<file path="config.mk">
export PLATFORM = sky130hd
export DESIGN_NAME = vector_memory_arbiter
export DESIGN_NICKNAME = d
export VERILOG_FILES = /design/src/rtl/vector_memory_arbiter.sv
export SDC_FILE = /design/constraint.sdc
export NUM_CORES = 1
export LEC_CHECK = 0
export BUFFER_PORTS_ARGS = -buffer_cell sky130_fd_sc_hd__buf_2
export CAP_MARGIN = 20
export CORE_AREA = 2 2 248 250
export CTS_BUF_LIST = sky130_fd_sc_hd__clkbuf_4
export CTS_CLUSTER_SIZE = 20
export DETAILED_ROUTE_END_ITERATION = 8
export DIE_AREA = 0 0 250 252
export GPL_ROUTABILITY_DRIVEN = 0
export SLEW_MARGIN = 20
export SYNTH_ARGS = -nofsm -noshare
export SYNTH_HDL_FRONTEND = slang
export SYNTH_SLANG_ARGS = --single-unit
export TNS_END_PERCENT = 30
</file>
<file path="constraint.sdc">
create_clock -name i_clock -period 1.1 [get_ports i_clock]
set_input_delay 0.055 -clock i_clock [delete_from_list [all_inputs] [get_ports i_clock]]
set_output_delay 0.055 -clock i_clock [all_outputs]
set_load 0.02 [all_outputs]
</file>
<file path="src/rtl/vector_memory_arbiter.sv">
// Arbitrates the single-port vector data memory between the CPU M-stage and a host loader port.
// The CPU has priority; a starvation counter forces one host slot after STARVE_LIMIT blocked cycles.
module vector_memory_arbiter #(
    parameter int DATA_WIDTH    = 16,
    parameter int VECTOR_SIZE   = 6,
    parameter int ADDRESS_WIDTH = 16,
    parameter int STARVE_LIMIT  = 4,
    parameter int COUNT_WIDTH   = 3
) (
    input  logic                                i_clock,
    input  logic                                i_reset,
    input  logic                                i_cpuRequest,
    input  logic                                i_cpuWrite,
    input  logic [ADDRESS_WIDTH-1:0]            i_cpuAddress,
    input  logic [DATA_WIDTH*VECTOR_SIZE-1:0]   i_cpuWriteData,
    output logic [DATA_WIDTH*VECTOR_SIZE-1:0]   o_cpuReadData,
    output logic                                o_cpuStall,
    input  logic                                i_hostValid,
    input  logic                                i_hostWrite,
    input  logic [ADDRESS_WIDTH-1:0]            i_hostAddress,
    input  logic [DATA_WIDTH*VECTOR_SIZE-1:0]   i_hostWriteData,
    output logic                                o_hostReady,
    output logic                                o_hostReadValid,
    output logic [DATA_WIDTH*VECTOR_SIZE-1:0]   o_hostReadData,
    output logic                                o_memWriteEnable,
    output logic [ADDRESS_WIDTH-1:0]            o_memAddress,
    output logic [DATA_WIDTH*VECTOR_SIZE-1:0]   o_memWriteData,
    input  logic [DATA_WIDTH*VECTOR_SIZE-1:0]   i_memReadData
);

    localparam int WORD_W = DATA_WIDTH * VECTOR_SIZE;
    localparam logic [COUNT_WIDTH-1:0] LIMIT = COUNT_WIDTH'(STARVE_LIMIT);

    typedef enum logic [0:0] {
        ST_NORMAL     = 1'b0,
        ST_FORCE_HOST = 1'b1
    } state_t;

    typedef enum logic [1:0] {
        OWN_NONE = 2'd0,
        OWN_CPU  = 2'd1,
        OWN_HOST = 2'd2
    } owner_t;

    state_t                 r_state;
    owner_t                 r_readOwner;
    logic [COUNT_WIDTH-1:0] r_starveCount;

    logic                   w_grantCpu;
    logic                   w_grantHost;
    logic [COUNT_WIDTH-1:0] w_starveInc;
    owner_t                 w_nextOwner;

    // Grants are suppressed entirely while reset is held so no stray write reaches memory.
    always_comb begin
        w_grantCpu  = 1'b0;
        w_grantHost = 1'b0;
        if (i_reset) begin
            if (r_state == ST_FORCE_HOST) begin
                w_grantHost = i_hostValid;
                w_grantCpu  = i_cpuRequest & ~i_hostValid;
            end else begin
                w_grantCpu  = i_cpuRequest;
                w_grantHost = i_hostValid & ~i_cpuRequest;
            end
        end
    end

    assign o_cpuStall  = i_cpuRequest & ~w_grantCpu & i_reset;
    assign o_hostReady = w_grantHost;

    always_comb begin
        o_memWriteEnable = 1'b0;
        o_memAddress     = '0;
        o_memWriteData   = '0;
        if (w_grantCpu) begin
            o_memWriteEnable = i_cpuWrite;
            o_memAddress     = i_cpuAddress;
            o_memWriteData   = i_cpuWriteData;
        end else if (w_grantHost) begin
            o_memWriteEnable = i_hostWrite;
            o_memAddress     = i_hostAddress;
            o_memWriteData   = i_hostWriteData;
        end
    end

    always_comb begin
        w_nextOwner = OWN_NONE;
        if (w_grantHost && !i_hostWrite)
            w_nextOwner = OWN_HOST;
        else if (w_grantCpu && !i_cpuWrite)
            w_nextOwner = OWN_CPU;
    end

    assign w_starveInc = (r_starveCount >= LIMIT) ? LIMIT : r_starveCount + 1'b1;

    always_ff @(posedge i_clock) begin
        if (!i_reset) begin
            r_state       <= ST_NORMAL;
            r_starveCount <= '0;
            r_readOwner   <= OWN_NONE;
        end else begin
            r_readOwner <= w_nextOwner;
            case (r_state)
                ST_NORMAL: begin
                    if (!i_hostValid || w_grantHost) begin
                        r_starveCount <= '0;
                    end else if (w_grantCpu) begin
                        r_starveCount <= w_starveInc;
                        if (w_starveInc == LIMIT)
                            r_state <= ST_FORCE_HOST;
                    end
                end
                ST_FORCE_HOST: begin
                    // One host transfer (or a withdrawn host request) ends the forced slot.
                    if (w_grantHost || !i_hostValid) begin
                        r_state       <= ST_NORMAL;
                        r_starveCount <= '0;
                    end
                end
                default: begin
                    r_state       <= ST_NORMAL;
                    r_starveCount <= '0;
                end
            endcase
        end
    end

    // Read data is shared; ownership only qualifies the host's valid pulse.
    assign o_hostReadValid = (r_readOwner == OWN_HOST) & i_reset;
    assign o_hostReadData  = i_memReadData;
    assign o_cpuReadData   = i_memReadData;

    logic [WORD_W-1:0] w_unusedWidthCheck;
    assign w_unusedWidthCheck = i_memReadData;

endmodule
</file>
==> run_summary.xml <==
<?xml version="1.0" encoding="UTF-8"?>
<metrics>
  <group name="sta">
    <metric name="final_hold_violations" unit="">0</metric>
    <metric name="skew" unit="ns">0.00356</metric>
    <metric name="measured_slew_at_the_worst_slew_check_pin" unit="ns">0.225</metric>
    <metric name="setup-tns-final" unit="ns">-54.00</metric>
    <metric name="setup_viol" unit="">117</metric>
    <metric name="final-max-slew-violation-count" unit="">0</metric>
    <metric name="max_freq" unit="GHz">0.607</metric>
    <metric name="finalWorstPathRequiredPeriod" unit="ns">1.65</metric>
    <metric name="post-route-period-util" unit="%">150</metric>
    <metric name="final_setup_margin" unit="ns">-0.548</metric>
    <metric name="whs" unit="ns">0.110</metric>
    <metric name="rsz0062_at_grt" unit="">true</metric>
    <metric name="slew-limit-headroom" unit="%">85.0</metric>
  </group>
  <group name="route">
    <metric name="drt_first_pass_iters" unit="">4</metric>
    <metric name="routed_wirelength" unit="um">29100</metric>
    <metric name="route.vias.total" unit="">3494</metric>
    <metric name="remaining_drc_errors" unit="">0</metric>
    <metric name="drtAntennaViolNets" unit="">0</metric>
    <metric name="vias_per_cell" unit="">2.66</metric>
    <metric name="drt-initial-drc-count" unit="">125</metric>
    <metric name="avgRoutedWirePerCell" unit="um">22.1</metric>
  </group>
  <group name="synth">
    <metric name="yosysWarningCount" unit="">0</metric>
    <metric name="synth_top_cell_area_share" unit="%">53.5</metric>
    <metric name="synth_enable_flop_cells" unit="">0</metric>
    <metric name="syn_nets" unit="">685</metric>
    <metric name="synth.lib_cells_used.distinct" unit="">16</metric>
    <metric name="netlist_instances" unit="">357</metric>
    <metric name="async_reset_ff_share" unit="%">0</metric>
    <metric name="yosys-top-cells-area" unit="">buf_4 (53%), a22o_1 (35%), dfxtp_1 (4.3%)</metric>
    <metric name="postSynthAreaPerCell" unit="um2">7.91</metric>
    <metric name="post-synth-top-count-cell" unit="">buf_4</metric>
    <metric name="synth.yosys.seq_area_share" unit="%">4.26</metric>
    <metric name="post_synth_instance_area" unit="um2">2820</metric>
    <metric name="ys_top_cells_by_count" unit="">buf_4 (201), a22o_1 (113), buf_2 (15), dfxtp_1 (6), nor2_1 (4)</metric>
    <metric name="synthFlopType" unit="">dfxtp_1</metric>
    <metric name="synth.ff_latch_count" unit="">6</metric>
    <metric name="synth.largest_area_cell" unit="">buf_4</metric>
  </group>
  <group name="finish">
    <metric name="final_core_util" unit="%">9.89</metric>
    <metric name="design.final.nets" unit="">856</metric>
    <metric name="final_cell_area" unit="um2">5950</metric>
    <metric name="area_growth" unit="%">111</metric>
    <metric name="layout.filler_cells" unit="">7004</metric>
    <metric name="drive_above_1_share" unit="%">87.3</metric>
  </group>
  <group name="worst_setup_path">
    <metric name="cp.arrival" unit="ns">1.59</metric>
    <metric name="path_common_cell" unit="">buf_6</metric>
    <metric name="critPathMaxStageDelay" unit="ns">0.37</metric>
    <metric name="crit_buf_inv" unit="">5</metric>
    <metric name="worst_setup_path_start_kind" unit="">flip-flop</metric>
    <metric name="slowest_stage" unit="">dfxtp_4</metric>
    <metric name="worst_path_dominant_cell_family" unit="">buffers and inverters</metric>
    <metric name="path_cells" unit="">inv_4 &gt; a21oi_4 &gt; buf_6 &gt; buf_12 &gt; buf_8 &gt; a22o_4 &gt; buf_6</metric>
    <metric name="critical_setup_path_kind" unit="">flip-flop to output port</metric>
    <metric name="critical_path.endpoint_type" unit="">output port</metric>
    <metric name="timing.critical_path.fanout_max" unit="">8</metric>
    <metric name="worstPathRequired" unit="ns">1.04</metric>
    <metric name="rrSetupSlack" unit="ns">-0.10</metric>
  </group>
  <group name="clocking">
    <metric name="cts_tree" unit="">yes</metric>
    <metric name="cts_htree_levels" unit="">1</metric>
    <metric name="cts-root-buf" unit="">clkbuf_4</metric>
    <metric name="clock_sinks" unit="">6</metric>
    <metric name="worst_setup_hold_path_clk_slew" unit="ns">0.05</metric>
    <metric name="clock_buffer_depth" unit="">2</metric>
    <metric name="clkLatencyLatePin" unit="ns">0.25</metric>
    <metric name="cts_buffers" unit="">3</metric>
  </group>
  <group name="pwr">
    <metric name="net_switching_power" unit="mW">1.29</metric>
    <metric name="p_comb_share" unit="%">84.8</metric>
    <metric name="clock_power_share" unit="%">7.6</metric>
    <metric name="vdd_ir_drop_max" unit="V">0.000191</metric>
    <metric name="power_density_over_cell_area" unit="nW/um2">488</metric>
    <metric name="power.switching_fraction" unit="%">44.4</metric>
    <metric name="p_seq_share" unit="%">7.6</metric>
    <metric name="static-leakage-power" unit="nW">2.78</metric>
    <metric name="internal_power" unit="mW">1.62</metric>
  </group>
  <group name="floorplan">
    <metric name="floorplan.die.height" unit="um">252</metric>
    <metric name="ioPinCount" unit="">634</metric>
    <metric name="rows" unit="">90</metric>
    <metric name="floorplan.die.width" unit="um">250</metric>
    <metric name="core_area" unit="um2">60100</metric>
    <metric name="initial_utilization" unit="%">4.69</metric>
    <metric name="dieArea" unit="um2">63000</metric>
  </group>
  <group name="grt">
    <metric name="antenna_violations_before_repair" unit="">19</metric>
    <metric name="grt_first_pass_wirelength" unit="um">35600</metric>
    <metric name="grt_pass1_vias" unit="">3585</metric>
    <metric name="grt.overflow.total" unit="">0</metric>
    <metric name="global_route.usage.total" unit="%">8.67</metric>
    <metric name="grt_max_degree" unit="">31</metric>
  </group>
  <group name="placed_design">
    <metric name="placement.setup.worst_slack" unit="ns">-0.600</metric>
    <metric name="dp_hpwl" unit="um">26000</metric>
    <metric name="io_buffers" unit="">345</metric>
    <metric name="placement.cell_area" unit="um2">4900</metric>
  </group>
  <group name="job">
    <metric name="cap_viol_max_count" unit="">0</metric>
  </group>
  <group name="status">
    <metric name="outcome" unit="">finished with violations</metric>
    <metric name="failing_checks" unit="">negative setup slack</metric>
  </group>
  <group name="hold_path">
    <metric name="timing.hold.worst.class" unit="">primary input to output port</metric>
  </group>
</metrics>
logic make-up after synthesis:
kind of cell	share of synthesized area [%]
adders and majority gates	0.886
DFF	4.26
buffers and inverters	56.6
AOI/OAI and AO/OA	35.9
and+or+nand+nor	2.30
area by class of cell:
class	instances	area (um2)	share of cell area, %
Timing Repair Buffer	382	3040	51.2
Multi-Input combinational cell	131	1750	29.3
Tap cell	782	978	16.5
Sequential cell	6	124	2.08
Clock buffer	3	22.5	0.379
Inverter	4	17.5	0.295
Antenna cell	6	15.0	0.252
repair_timing:
action / 4_1_cts / 5_1_grt
endpoints found under the hold margin: 2 / 0
endpoints found under the setup margin: 117 / 117
cloned: 3 / 2
pin swaps: 10 / 15
hold buffers: 2 / 0
buffers inserted: 5 / 2
resized for setup: 196 / 26
stage by stage:
stage,power [mW],cells
floorplan,2.12,357
global placement,2.32,1291
detailed placement,2.31,1291
CTS,2.92,1304
global route,3.07,1312
finish,2.90,1314
power by group through the flow:
stage / Clock (mW) / Combinational [mW] / Sequential (mW)
after floorplan: 0 / 1.89 / 0.228
after global placement: 0 / 2.09 / 0.228
after detailed placement: 0 / 2.09 / 0.228
after CTS: 0.230 / 2.47 / 0.223
after global routing: 0.245 / 2.61 / 0.221
final: 0.219 / 2.46 / 0.221
path summary, 6_finish.rpt:
kind	start	cells past startpoint	endpoint
worst max-delay path	r_state	7	o_memWriteData[51]
worst min-delay path	i_memReadData[53]	0	o_hostReadData[53]
worst max register to register	r_state	5	r_readOwner[1]
worst min register to register	r_starveCount[2]	1	r_starveCount[0]
flip-flops by register name, indices dropped and copies added, names as in the netlist:
name           cells
r_state            1
r_readOwner        2
r_starveCount      3
per-layer routing:
| layer | GRT usage [%] | routed length, um | vias up |
|---|---|---|---|
| met5 | 0 | 90 | - |
| met4 | 3.70 | 1440 | 16 |
| met3 | 3.66 | 3300 | 121 |
| met2 | 13.6 | 12600 | 397 |
| li1 | - | - | 1448 |
| met1 | 10.3 | 11700 | 1512 |
layout by cell type, fill, tap and decap left out, types with 3 or more instances in the layout:
cell type and instances:
buf_2 242, buf_6 89, a22o_4 69, a22o_1 44, buf_12 24, buf_4 16, diode_2 6, dfxtp_1 5
inv_1 3, nor2_1 3, clkbuf_4 3, buf_16 3, buf_8 3
Power figures use the tool's default switching activity.
